`src/rtl/ps2_keyboard_emulator.sv`:
```
// PS/2 keyboard device model: expands key events into make/break byte sequences,
// queues them in a byte FIFO and serialises them as device-to-host PS/2 frames.
module ps2_keyboard_emulator #(
    parameter int CLK_DIV    = 2500,
    parameter int FIFO_DEPTH = 16,
    parameter int CNT_W      = $clog2(FIFO_DEPTH) + 1
) (
    input  logic             CLOCK_50,
    input  logic             reset,
    input  logic             key_action,
    input  logic [7:0]       scan_code,
    input  logic             key_release,
    input  logic             key_extended,
    output logic             ps2_clk,
    output logic             ps2_dat,
    output logic [2:0]       ps2_lock_control,
    output logic             overflow,
    output logic             busy,
    output logic [CNT_W-1:0] fifo_count
);

    localparam int AW    = $clog2(FIFO_DEPTH);
    localparam int DIV_W = $clog2(2 * CLK_DIV) + 1;

    typedef enum logic [2:0] {IDLE, LOAD, BIT_HI, BIT_LO, GAP} state_t;

    function automatic logic [10:0] make_frame(input logic [7:0] d);
        return {1'b1, ~^d, d, 1'b0};
    endfunction

    state_t           r_state;
    logic [7:0]       r_mem [FIFO_DEPTH];
    logic [AW-1:0]    r_wr;
    logic [AW-1:0]    r_rd;
    logic [CNT_W-1:0] r_count;
    logic [2:0]       r_lock;
    logic             r_overflow;
    logic [DIV_W-1:0] r_div;
    logic [3:0]       r_bit;
    logic [10:0]      r_frame;
    logic             r_clk_p0;
    logic             r_dat_p0;
    logic             r_ps2_clk;
    logic             r_ps2_dat;

    logic [7:0]       w_bytes [3];
    logic [1:0]       w_n;
    logic [CNT_W-1:0] w_free;
    logic             w_accept;
    logic             w_half_end;
    logic             w_gap_end;
    logic             w_pop;

    always_comb begin
        w_bytes[0] = scan_code;
        w_bytes[1] = 8'h00;
        w_bytes[2] = 8'h00;
        w_n        = 2'd1;
        if (key_extended && key_release) begin
            w_bytes[0] = 8'hE0;
            w_bytes[1] = 8'hF0;
            w_bytes[2] = scan_code;
            w_n        = 2'd3;
        end else if (key_extended || key_release) begin
            w_bytes[0] = key_extended ? 8'hE0 : 8'hF0;
            w_bytes[1] = scan_code;
            w_n        = 2'd2;
        end
    end

    // Free space is judged on the pre-pop count so an event never relies on a same-edge pop.
    assign w_free     = CNT_W'(FIFO_DEPTH) - r_count;
    assign w_accept   = key_action && (w_free >= CNT_W'(w_n));
    assign w_half_end = (r_div == DIV_W'(CLK_DIV - 1));
    assign w_gap_end  = (r_div == DIV_W'(2 * CLK_DIV - 1));
    assign w_pop      = (r_count != '0) &&
                        ((r_state == IDLE) || ((r_state == GAP) && w_gap_end));

    always_ff @(posedge CLOCK_50) begin
        if (w_accept) begin
            for (int i = 0; i < 3; i++) begin
                if (i < int'(w_n)) r_mem[r_wr + AW'(i)] <= w_bytes[i];
            end
        end
    end

    always_ff @(posedge CLOCK_50) begin
        if (reset) begin
            r_state    <= IDLE;
            r_wr       <= '0;
            r_rd       <= '0;
            r_count    <= '0;
            r_lock     <= '0;
            r_overflow <= 1'b0;
            r_div      <= '0;
            r_bit      <= '0;
            r_clk_p0   <= 1'b1;
            r_dat_p0   <= 1'b1;
            r_ps2_clk  <= 1'b1;
            r_ps2_dat  <= 1'b1;
        end else begin
            r_overflow <= key_action && !w_accept;
            if (w_accept) r_wr <= r_wr + AW'(w_n);
            if (w_pop) r_rd <= r_rd + AW'(1);
            r_count <= r_count + (w_accept ? CNT_W'(w_n) : CNT_W'(0))
                               - (w_pop ? CNT_W'(1) : CNT_W'(0));

            if (w_accept && !key_release && !key_extended) begin
                case (scan_code)
                    8'h58:   r_lock[2] <= ~r_lock[2];
                    8'h77:   r_lock[1] <= ~r_lock[1];
                    8'h7E:   r_lock[0] <= ~r_lock[0];
                    default: ;
                endcase
            end

            case (r_state)
                IDLE: begin
                    r_clk_p0 <= 1'b1;
                    r_dat_p0 <= 1'b1;
                    r_div    <= '0;
                    if (r_count != '0) begin
                        r_frame <= {3'b000, r_mem[r_rd]};
                        r_state <= LOAD;
                    end
                end
                LOAD: begin
                    r_frame  <= make_frame(r_frame[7:0]);
                    r_dat_p0 <= 1'b0;
                    r_bit    <= '0;
                    r_div    <= '0;
                    r_state  <= BIT_HI;
                end
                BIT_HI: begin
                    if (w_half_end) begin
                        r_div    <= '0;
                        r_clk_p0 <= 1'b0;
                        r_state  <= BIT_LO;
                    end else begin
                        r_div <= r_div + DIV_W'(1);
                    end
                end
                BIT_LO: begin
                    if (w_half_end) begin
                        r_div    <= '0;
                        r_clk_p0 <= 1'b1;
                        if (r_bit == 4'd10) begin
                            r_dat_p0 <= 1'b1;
                            r_state  <= GAP;
                        end else begin
                            r_bit    <= r_bit + 4'd1;
                            r_frame  <= {1'b0, r_frame[10:1]};
                            r_dat_p0 <= r_frame[1];
                            r_state  <= BIT_HI;
                        end
                    end else begin
                        r_div <= r_div + DIV_W'(1);
                    end
                end
                GAP: begin
                    if (w_gap_end) begin
                        r_div <= '0;
                        // Chain straight into the next start bit to keep a 24-half-period byte rate.
                        if (r_count != '0) begin
                            r_frame  <= make_frame(r_mem[r_rd]);
                            r_dat_p0 <= 1'b0;
                            r_bit    <= '0;
                            r_state  <= BIT_HI;
                        end else begin
                            r_state <= IDLE;
                        end
                    end else begin
                        r_div <= r_div + DIV_W'(1);
                    end
                end
                default: r_state <= IDLE;
            endcase

            r_ps2_clk <= r_clk_p0;
            r_ps2_dat <= r_dat_p0;
        end
    end

    assign ps2_clk          = r_ps2_clk;
    assign ps2_dat          = r_ps2_dat;
    assign ps2_lock_control = r_lock;
    assign overflow         = r_overflow;
    assign busy             = (r_state != IDLE) || (r_count != '0);
    assign fifo_count       = r_count;

endmodule

```
`config.mk`:
```
export PLATFORM = sky130hd
export DESIGN_NAME = ps2_keyboard_emulator
export DESIGN_NICKNAME = d
export VERILOG_FILES = /design/src/rtl/ps2_keyboard_emulator.sv
export SDC_FILE = /design/constraint.sdc
export NUM_CORES = 1
export LEC_CHECK = 0
export CORE_ASPECT_RATIO = 0.5
export CORE_MARGIN = 3
export CORE_UTILIZATION = 45
export DETAILED_ROUTE_END_ITERATION = 7
export GPL_ROUTABILITY_DRIVEN = 1
export GPL_TIMING_DRIVEN = 0
export PLACE_DENSITY_LB_ADDON = 0.08
export SLEW_MARGIN = 40
export SYNTH_ARGS = -nofsm -noshare
export SYNTH_HDL_FRONTEND = slang
export SYNTH_SLANG_ARGS = --single-unit
```
`constraint.sdc`:
```
create_clock -name CLOCK_50 -period 4.3 [get_ports CLOCK_50]
set_clock_uncertainty 0.05 [all_clocks]
set_input_delay 1.29 -clock CLOCK_50 [delete_from_list [all_inputs] [get_ports CLOCK_50]]
set_output_delay 1.29 -clock CLOCK_50 [all_outputs]
set_load 0.01 [all_outputs]
```
==> metrics.txt <==
status=finished, final reports clean; grt ovf=0; Reg area=5090 µm²; Sink Count=185; pwr dens=556 nW/µm²; Top FF cell, synth=edfxtp_1; largest net degree at the start of global routing=19; drt drc=0; f_max=0.247 GHz; register area share after synthesis=49.9%; max-slew violation count=0; Max clock buf depth=2; number of global-route vias before repair=7693; Crit. End Element=register; via count=7899; Synth Instances=927; hold_sp=r_dat_p0; Period Utilization, post-route=94.3%; Root Driver=clkbuf_16; hpwl dp=22700 µm; drt first pass iters=5; Die W=219 µm; final hold viol count=0; worst-margin pin slew=0.873 ns; LEAKAGE=3.88 nW; Int Pwr=4.04 mW; die area=24700 µm²; Layout area overhead=15.6%; syn nets=962; htree depth=4; syn_area_per_cell=11.0 µm²; reg2reg path depth=14; Cell variety after synth=77; Port Buffers=22; total clock buffers created by CTS=17; number of synthesis warnings=0; crit start category=primary input; final-stage net count=1022; RSZ-0062 raised after global routing=no; reg2reg start=r_div[3]; Initial Utilization=46.5%; minimum clock period=4.05 ns; NetSw=2.53 mW; fillers=1946; GRT Overall Usage=26.4%; total negative slack=0 ns; Vias/cell=6.08; hold path endpoint=ps2_dat; footprint of the multi-input gates=5060 µm²; crit path max fanout=5; Post-synth EDFFs=139; antenna violations before repair=1; clock power share=23.2%; Clk Latency, worst-skew pair=0.45 ns; ant diodes=0; drt wl/cell=24.0 µm; Slew headroom=41.2%; hold depth=1; R2R Path End=fifo_count[4]; CTS tree=yes; final setup fails=0; critical path class=primary input to register; post-route antenna net violation count=0; first-pass GRT wire length=48200 µm; CP Data Required Time=4.63 ns; Max-cap violations=0; Flop pwr share=35.4%; cts hold-fix bufs=0; Rows=38; Sw Share=38.5%; Netlist Area Pre-Place=10200 µm²; Combinational Power Share=41.4%; Async SR Flop Fraction=0%; worst IR drop on VDD=0.311 mV; flops & latches, synth=185; core area=22000 µm²; Hold Path Class=register to register; final WL=31200 µm; Worst-path clk slew=0.07 ns; First DRT Iteration DRCs=1031; Die Span Y=113 µm; boundary pin count=25; CP Data Arrival Time=4.39 ns; Util after Layout=53.8%; gp weighted congestion=0.998; Reg2Reg Setup Slack=0.64 ns; share of layout cells above drive strength 1=15.2%
## sequential cells by signal, summed over array words and instances (netlist names), named ones only
| name | cells |
|---|---|
| fifo_count | 5 |
| overflow | 1 |
| ps2_clk | 1 |
| ps2_dat | 1 |
| ps2_lock_control | 3 |
| r_bit | 4 |
| r_clk_p0 | 1 |
| r_dat_p0 | 1 |
| r_div | 14 |
| r_frame | 11 |
| r_mem | 128 |
| r_rd | 4 |
| r_state | 3 |
| r_wr | 4 |
## synth_stat cells, types with 11 or more instances
master | instances | area (µm²)
inv_1 | 22 | 82.6
a211oi_1 | 11 | 82.6
o21ai_1 | 12 | 60.1
xnor2_1 | 22 | 193
edfxtp_1 | 139 | 4170
or2_2 | 26 | 163
nor3_1 | 11 | 55.1
nand2_1 | 65 | 244
clkbuf_1 | 41 | 154
xor2_1 | 14 | 123
o21ai_0 | 43 | 215
ha_1 | 20 | 250
and2_1 | 31 | 194
nor2b_1 | 56 | 350
nor2_1 | 74 | 278
nand3_1 | 16 | 80.1
mux4_1 | 11 | 289
a21oi_1 | 49 | 245
mux4_2 | 23 | 518
nand2b_1 | 31 | 194
dfxtp_1 | 46 | 921
## per-stage QoR
step / power [mW] / setup WS [ns] / hold slack, ns / cells / instance area, µm²
floorplan: 4.12 / 0.0488 / 0.368 / 927 / 10200
global placement: 4.83 / -1.93 / 0.389 / 1249 / 10800
detailed placement: 4.95 / -1.20 / 0.391 / 1261 / 11100
CTS: 6.54 / -0.0460 / 0.407 / 1297 / 11800
global route: 6.94 / 0.0758 / 0.423 / 1300 / 11800
finish: 6.56 / 0.245 / 0.406 / 1300 / 11800
## power groups by stage
stage	clock, mW	sequential (mW)	combinational [mW]
after global placement	0	2.35	2.47
after global routing	1.62	2.35	2.97
after floorplan	0	2.33	1.79
after CTS	1.56	2.32	2.66
after detailed placement	0	2.36	2.59
final	1.52	2.32	2.72
## worst max-delay path, cell delays in order
cell	delay, ns
clkbuf_2	0.17
inv_1	0.15
ha_4	0.30
inv_2	0.06
ha_1	0.27
o21ai_1	0.06
and3b_2	0.23
a21boi_4	0.18
buf_8	0.12
nand2_1	0.05
ha_1	0.26
inv_1	0.04
ha_1	0.19
inv_1	0.08
fa_2	0.21
inv_1	0.04
a21oi_1	0.13
nor2_1	0.07
or3_1	0.34
a21oi_1	0.14
## cell families (layout without fill, tap and decap cells)
logic type	count (synthesis)	count (layout)	share of synthesized area, %
simple gates	346	346	17.6
buf+inv	79	152	3.20
xor+xnor	37	37	3.31
mux	45	45	8.99
fa+ha+maj	22	22	2.84
flops	185	185	49.9
compound gates	213	213	14.2
## how the worst max path moves through the flow
stage | start | end | slack (ns) | depth (start not counted)
2_1_floorplan | key_extended | fifo_count[4] | 0.05 | 20
3_3_place_gp | key_extended | r_mem[15][1] | -1.93 | 12
3_5_place_dp | key_extended | fifo_count[4] | -1.20 | 21
4_1_cts | key_release | fifo_count[4] | -0.05 | 20
5_1_grt | key_extended | fifo_count[4] | 0.08 | 20
6_report | key_extended | fifo_count[4] | 0.25 | 20
## cell usage in the layout, fill, tap and decap left out, drive strengths merged, types with 10 or more instances in the layout
master and n:
o21ai 55, mux4 34, inv 28, ha 20, edfxtp 139, a21oi 49, o22ai 10, xnor2 22
xor2 14, or2 33, nand2 65, nor2b 56, nand2b 31, nor2 74, dfxtp 46, nor3 11
clkbuf 57, a211oi 11, mux2i 10, buf 35, and2 31, nand3 16, clkdlybuf4s50 20
## timing repair
action                     CTS  global route
setup buffers                5             3
setup endpoints to repair  228            82
resized for setup           24             6
pin swaps                    5             2
## cell type report
cell class,instances,share of cell area [%]
Buffer,54,2.16
Clock buffer,17,3.60
Clock inverter,15,1.13
Inverter,24,0.763
Multi-Input combinational cell,663,42.8
Sequential cell,185,43.1
Tap cell,300,3.18
Timing Repair Buffer,42,3.21
## routing by layer
layer / routed length (µm) / track usage, % / up-vias
li1: - / - / 3577
met1: 14500 / 39.3 / 3963
met2: 13700 / 39.6 / 318
met3: 2450 / 5.09 / 41
met4: 575 / 7.03 / 0
met5: 0 / 0 / -
(Power assumes the default switching activity.)
